File: src/rtl/sipo_pkg.sv
// rtl/sipo_pkg.sv - shared state type, line constants and counter sizing for the SIPO frame receiver
package sipo_pkg;

  typedef enum logic [1:0] {
    IDLE   = 2'd0,
    SHIFT  = 2'd1,
    PARITY = 2'd2,
    STOP   = 2'd3
  } state_t;

  localparam logic START_BIT = 1'b0;
  localparam logic STOP_BIT  = 1'b1;

  // A one-bit counter is still needed when WIDTH is small enough for $clog2 to return 0.
  function automatic int cnt_width(input int w);
    return (w <= 2) ? 1 : $clog2(w);
  endfunction

endpackage

File: src/rtl/sipo_shifter.sv
// rtl/sipo_shifter.sv - WIDTH-bit left-shift register, new serial bit enters at the LSB
module sipo_shifter #(
  parameter int WIDTH = 4
) (
  input  logic             clk,
  input  logic             rst,
  input  logic             shift_en,
  input  logic             sin,
  output logic [WIDTH-1:0] q
);

  always_ff @(posedge clk or posedge rst) begin
    if (rst) begin
      q <= '0;
    end else if (shift_en) begin
      q <= {q[WIDTH-2:0], sin};
    end
  end

endmodule

File: src/rtl/sipo_frame_ctrl.sv
// rtl/sipo_frame_ctrl.sv - framed serial receiver: start hunt, data shift, even parity, stop check,
// and a single-entry valid/ready output slot
module sipo_frame_ctrl
  import sipo_pkg::*;
#(
  parameter int WIDTH     = 4,
  parameter int PARITY_EN = 1
) (
  input  logic             clk,
  input  logic             rst,
  input  logic             bit_en,
  input  logic             sin,
  output logic [WIDTH-1:0] dout,
  output logic             dout_valid,
  input  logic             dout_ready,
  output logic             busy,
  output logic             parity_err,
  output logic             frame_err,
  output logic             overrun
);

  localparam int CW = cnt_width(WIDTH);
  localparam logic [CW-1:0] CNT_LAST = CW'(WIDTH - 1);

  state_t state, state_d;
  logic [CW-1:0] cnt;
  logic [WIDTH-1:0] shreg;
  logic perr;

  logic shift_en, cnt_clr, cnt_inc, perr_load, stop_eval;
  logic slot_free, handshake, stop_ok, word_good, load;

  sipo_shifter #(.WIDTH(WIDTH)) u_shifter (
    .clk      (clk),
    .rst      (rst),
    .shift_en (shift_en),
    .sin      (sin),
    .q        (shreg)
  );

  always_ff @(posedge clk or posedge rst) begin
    if (rst) begin
      state <= IDLE;
    end else begin
      state <= state_d;
    end
  end

  always_comb begin
    state_d   = state;
    shift_en  = 1'b0;
    cnt_clr   = 1'b0;
    cnt_inc   = 1'b0;
    perr_load = 1'b0;
    stop_eval = 1'b0;
    if (bit_en) begin
      unique case (state)
        IDLE: begin
          if (sin == START_BIT) begin
            state_d = SHIFT;
            cnt_clr = 1'b1;
          end
        end
        SHIFT: begin
          shift_en = 1'b1;
          if (cnt == CNT_LAST) begin
            state_d = (PARITY_EN != 0) ? PARITY : STOP;
          end else begin
            cnt_inc = 1'b1;
          end
        end
        PARITY: begin
          perr_load = 1'b1;
          state_d   = STOP;
        end
        STOP: begin
          stop_eval = 1'b1;
          state_d   = IDLE;
        end
        default: state_d = IDLE;
      endcase
    end
  end

  // perr is cleared at each start so frames without a parity bit never report one.
  always_ff @(posedge clk or posedge rst) begin
    if (rst) begin
      cnt  <= '0;
      perr <= 1'b0;
    end else begin
      if (cnt_clr) begin
        cnt  <= '0;
        perr <= 1'b0;
      end else if (cnt_inc) begin
        cnt <= cnt + 1'b1;
      end
      if (perr_load) begin
        perr <= (^shreg) ^ sin;
      end
    end
  end

  assign handshake = dout_valid & dout_ready;
  assign slot_free = ~dout_valid | dout_ready;
  assign stop_ok   = stop_eval & (sin == STOP_BIT);
  assign word_good = stop_ok & ~perr;
  assign load      = word_good & slot_free;

  always_ff @(posedge clk or posedge rst) begin
    if (rst) begin
      dout       <= '0;
      dout_valid <= 1'b0;
      parity_err <= 1'b0;
      frame_err  <= 1'b0;
      overrun    <= 1'b0;
    end else begin
      frame_err  <= stop_eval & (sin != STOP_BIT);
      parity_err <= stop_ok & perr;
      overrun    <= word_good & ~slot_free;
      if (load) begin
        dout       <= shreg;
        dout_valid <= 1'b1;
      end else if (handshake) begin
        dout_valid <= 1'b0;
      end
    end
  end

  assign busy = (state != IDLE);

endmodule
File: config.mk
export PLATFORM = sky130hd
export DESIGN_NAME = sipo_frame_ctrl
export DESIGN_NICKNAME = d
export VERILOG_FILES = /design/src/rtl/sipo_pkg.sv /design/src/rtl/sipo_shifter.sv /design/src/rtl/sipo_frame_ctrl.sv
export SDC_FILE = /design/constraint.sdc
export NUM_CORES = 1
export LEC_CHECK = 0
export ABC_AREA = 1
export BUFFER_PORTS_ARGS = -buffer_cell sky130_fd_sc_hd__buf_4
export CAP_MARGIN = 20
export CORE_MARGIN = 5
export CORE_UTILIZATION = 35
export DETAILED_ROUTE_END_ITERATION = 16
export GPL_TIMING_DRIVEN = 1
export SLEW_MARGIN = 10
export SYNTH_ARGS = -nofsm -noshare
export SYNTH_HDL_FRONTEND = slang
export SYNTH_HIERARCHICAL = 1
export SYNTH_SLANG_ARGS = --single-unit
File: constraint.sdc
create_clock -name clk -period 3.1 [get_ports clk]
set_input_delay 0 -clock clk [delete_from_list [all_inputs] [get_ports clk]]
set_output_delay 0 -clock clk [all_outputs]
set_load 0.01 [all_outputs]
==> results.sh <==
export IMPL_pwr_share_comb_pct=41.5
export IMPL_vias=659
export IMPL_cts_tree="yes"
export IMPL_synth_area_leaders="dfrtp_1 (50%), nand2_1 (15%), inv_1 (7.9%), ha_1 (7.4%), o21ai_2 (5.1%)"
export IMPL_avgSynthCellArea_sq_um=8.34
export IMPL_hpwl_mm=1.23
export IMPL_whs_ps=16.5
export IMPL_dr_pass1_iters=3
export IMPL_r2r_slack_ps=1710
export IMPL_worstMarginPinSlew_ps=505
export IMPL_power_share_sequential_pct=43.8
export IMPL_maxSlewViolCount=0
export IMPL_drive_gt1_share_pct=20.5
export IMPL_cts_resized=0
export IMPL_outcome="complete, no violations"
export IMPL_p_per_area_nw_per_um2=782
export IMPL_syn_to_final_growth_pct=22.2
export IMPL_final_util_pct=45.7
export IMPL_total_power_uw=814
export IMPL_wl_per_cell_microns=10.5
export IMPL_ant_nets=0
export IMPL_post_drt_via_cell_ratio=4.39
export IMPL_worstRegToRegCells=4
export IMPL_coreArea_sq_um=2280
export IMPL_hold_start="bit_en"
export IMPL_worstSkewPairLatency_ps=290
export IMPL_die_h_microns=59.3
export IMPL_worst_setup_path_end_kind="flop"
export IMPL_holdPathEnd="parity_err$_DFF_PP0_"
export IMPL_grt_pass1_vias=613
export IMPL_r2r_end="frame_err$_DFF_PP0_"
export IMPL_drv_cap=0
export IMPL_p_clk_share_pct=14.7
export IMPL_place_inst=143
export IMPL_die_area_sq_um=3520
export IMPL_gp_congestion=0.828
export IMPL_leakage_nw=0.577
export IMPL_p_int_uw=487
export IMPL_rsz0062_at_grt="no"
export IMPL_critPathLaunchType="flop"
export IMPL_switching_share_pct=40.1
export IMPL_netlist_area_sq_um=851
export IMPL_drc_errors=0
export IMPL_post_route_period_util_pct=44.7
export IMPL_relSlewSlack_pct=66.3
export IMPL_final_nets=133
export IMPL_critPathMaxFanout=3
export IMPL_cp_required_ps=3290
export IMPL_hold_class="primary input to flop"
export IMPL_grt_max_degree=14
export IMPL_clkSinkCount=17
export IMPL_ios=14
export IMPL_max_freq_mhz=722
export IMPL_yosysTopAreaCell="dfrtp_1"
export IMPL_seq_area_frac_synth_pct=50.0
export IMPL_finClkSkew_ps=5.12
export IMPL_stdcell_count=150
export IMPL_routed_wl_mm=1.58
export IMPL_reg2reg_from="state[0]$_DFFE_PP0P_"
export IMPL_finalCriticalPeriod_ps=1390
export IMPL_grt_overflow_total=0
export IMPL_arrival_ps=1570
export IMPL_antenna_found_initial=0
export IMPL_setup_viol=0
export IMPL_critical_path_class="flop to flop"
export IMPL_htree_levels=1
export IMPL_initial_utilization_pct=37.4
export IMPL_synth_top_area_share_pct=50.0
export IMPL_num_antenna_cells=0
export IMPL_yosysWarnings=6
export IMPL_finalHoldViolCount=0
export IMPL_cts_buffers=3
export IMPL_die_w_microns=59.3
export IMPL_ctsRootBufferMaster="clkbuf_4"
export IMPL_max_vdd_ir_drop_mv=0.337
export IMPL_switching_power_uw=326
export IMPL_grt_pass1_wl_mm=2.67
export IMPL_io_buffer_count=13
export IMPL_clk_pin_slew_ps=100
export IMPL_grt_use_total_pct=10.4
export IMPL_cts_buffer_depth=2
export IMPL_yosysUniqueCellTypes=14
export IMPL_drt_initial_drc_count=10
export IMPL_syn_inst=102
export IMPL_hold_depth=3
export IMPL_syn_num_nets=112
export IMPL_tns_ps=0
export IMPL_ys_ff_latch=17
export IMPL_std_cell_rows=17
placed cells by master (no fill, tap or decap):
cell           count
nor2_1             5
nand3_2            1
nand2_4            1
o21ai_1            1
clkbuf_4           3
dfrtp_1           17
a21oi_1            1
nand2_1           35
o21ai_0            3
o21ai_2            5
inv_2              1
buf_4             13
nor2_4             1
nand3_1            8
ha_1               5
inv_1             18
dlygate4sd3_1      3
clkbuf_1           1
worst max-delay path: stages (launching register included):
cell and delay [ps]:
dfrtp_1 410, ha_1 230, nand2_1 60, nor2_1 30, dlygate4sd3_1 540
flip-flops by register name (all words and copies together), names as in the netlist:
register / count
dout: 4
dout_valid: 1
u_shifter/q: 4
perr: 1
overrun: 1
frame_err: 1
state: 2
parity_err: 1
cnt: 2
power by group through the flow:
stage / sequential, mW / clock [mW] / combinational, mW
after global placement: 0.357 / 0 / 0.325
after CTS: 0.358 / 0.126 / 0.345
after floorplan: 0.359 / 0 / 0.226
after global routing: 0.369 / 0.135 / 0.394
final: 0.356 / 0.120 / 0.338
after detailed placement: 0.362 / 0 / 0.339
area by class of cell:
cell class,instances,area (sq um)
Sequential cell,17,425
Fill cell,226,1240
Inverter,19,71.3
Multi-Input combinational cell,66,354
Timing Repair Buffer,16,128
Clock buffer,4,26.3
Tap cell,28,35.0
Yosys cell counts:
| cell | n |
|---|---|
| inv_1 | 18 |
| dfrtp_1 | 17 |
| o21ai_1 | 1 |
| nand2_1 | 35 |
| nand3_2 | 1 |
| nor2_4 | 1 |
| nor2_1 | 5 |
| o21ai_2 | 5 |
| nand3_1 | 8 |
| o21ai_0 | 3 |
| nand2_4 | 1 |
| inv_2 | 1 |
| a21oi_1 | 1 |
| ha_1 | 5 |
worst max path at each step:
stage                          from              endpoint  depth (start not counted)
3_5_place_dp   state[1]$_DFFE_PP0P_    cnt[0]$_DFFE_PP0P_                          8
2_1_floorplan  state[0]$_DFFE_PP0P_  state[0]$_DFFE_PP0P_                          7
5_1_grt        state[1]$_DFFE_PP0P_    cnt[0]$_DFFE_PP0P_                          8
3_3_place_gp   state[1]$_DFFE_PP0P_    cnt[0]$_DFFE_PP0P_                          8
6_report       state[0]$_DFFE_PP0P_   frame_err$_DFF_PP0_                          4
4_1_cts        state[0]$_DFFE_PP0P_   frame_err$_DFF_PP0_                          4
metrics by stage:
stage / instance area (sq um) / setup slack (ps)
floorplan: 851 / 1900
global placement: 983 / 1760
detailed placement: 983 / 1780
CTS: 1040 / 1710
global route: 1040 / 1630
finish: 1040 / 1710
layer usage:
layer | GRT usage (%) | up-vias | part of all wire, %
met5 | 0 | - | 0
met4 | 6.80 | 0 | 3.0
met3 | 2.83 | 5 | 5.8
met2 | 17.0 | 14 | 47
met1 | 11.8 | 291 | 44
li1 | - | 349 | -
timing repair:
action / 4_1_cts / 5_1_grt
hold buffers: 3 / 0
endpoints found under the hold margin: 20 / 0
setup buffers: 0 / 0
setup endpoints to repair: 0 / 0
logic make-up after synthesis:
group,after synthesis,share of synthesized area [%]
adder cells (fa/ha/maj),5,7.35
AO/OA/AOI/OAI,10,8.09
flip-flops,17,50.0
AND/OR/NAND/NOR,51,26.2
buffers and inverters,19,8.38
No activity file was read; power rests on OpenSTA's default activity.
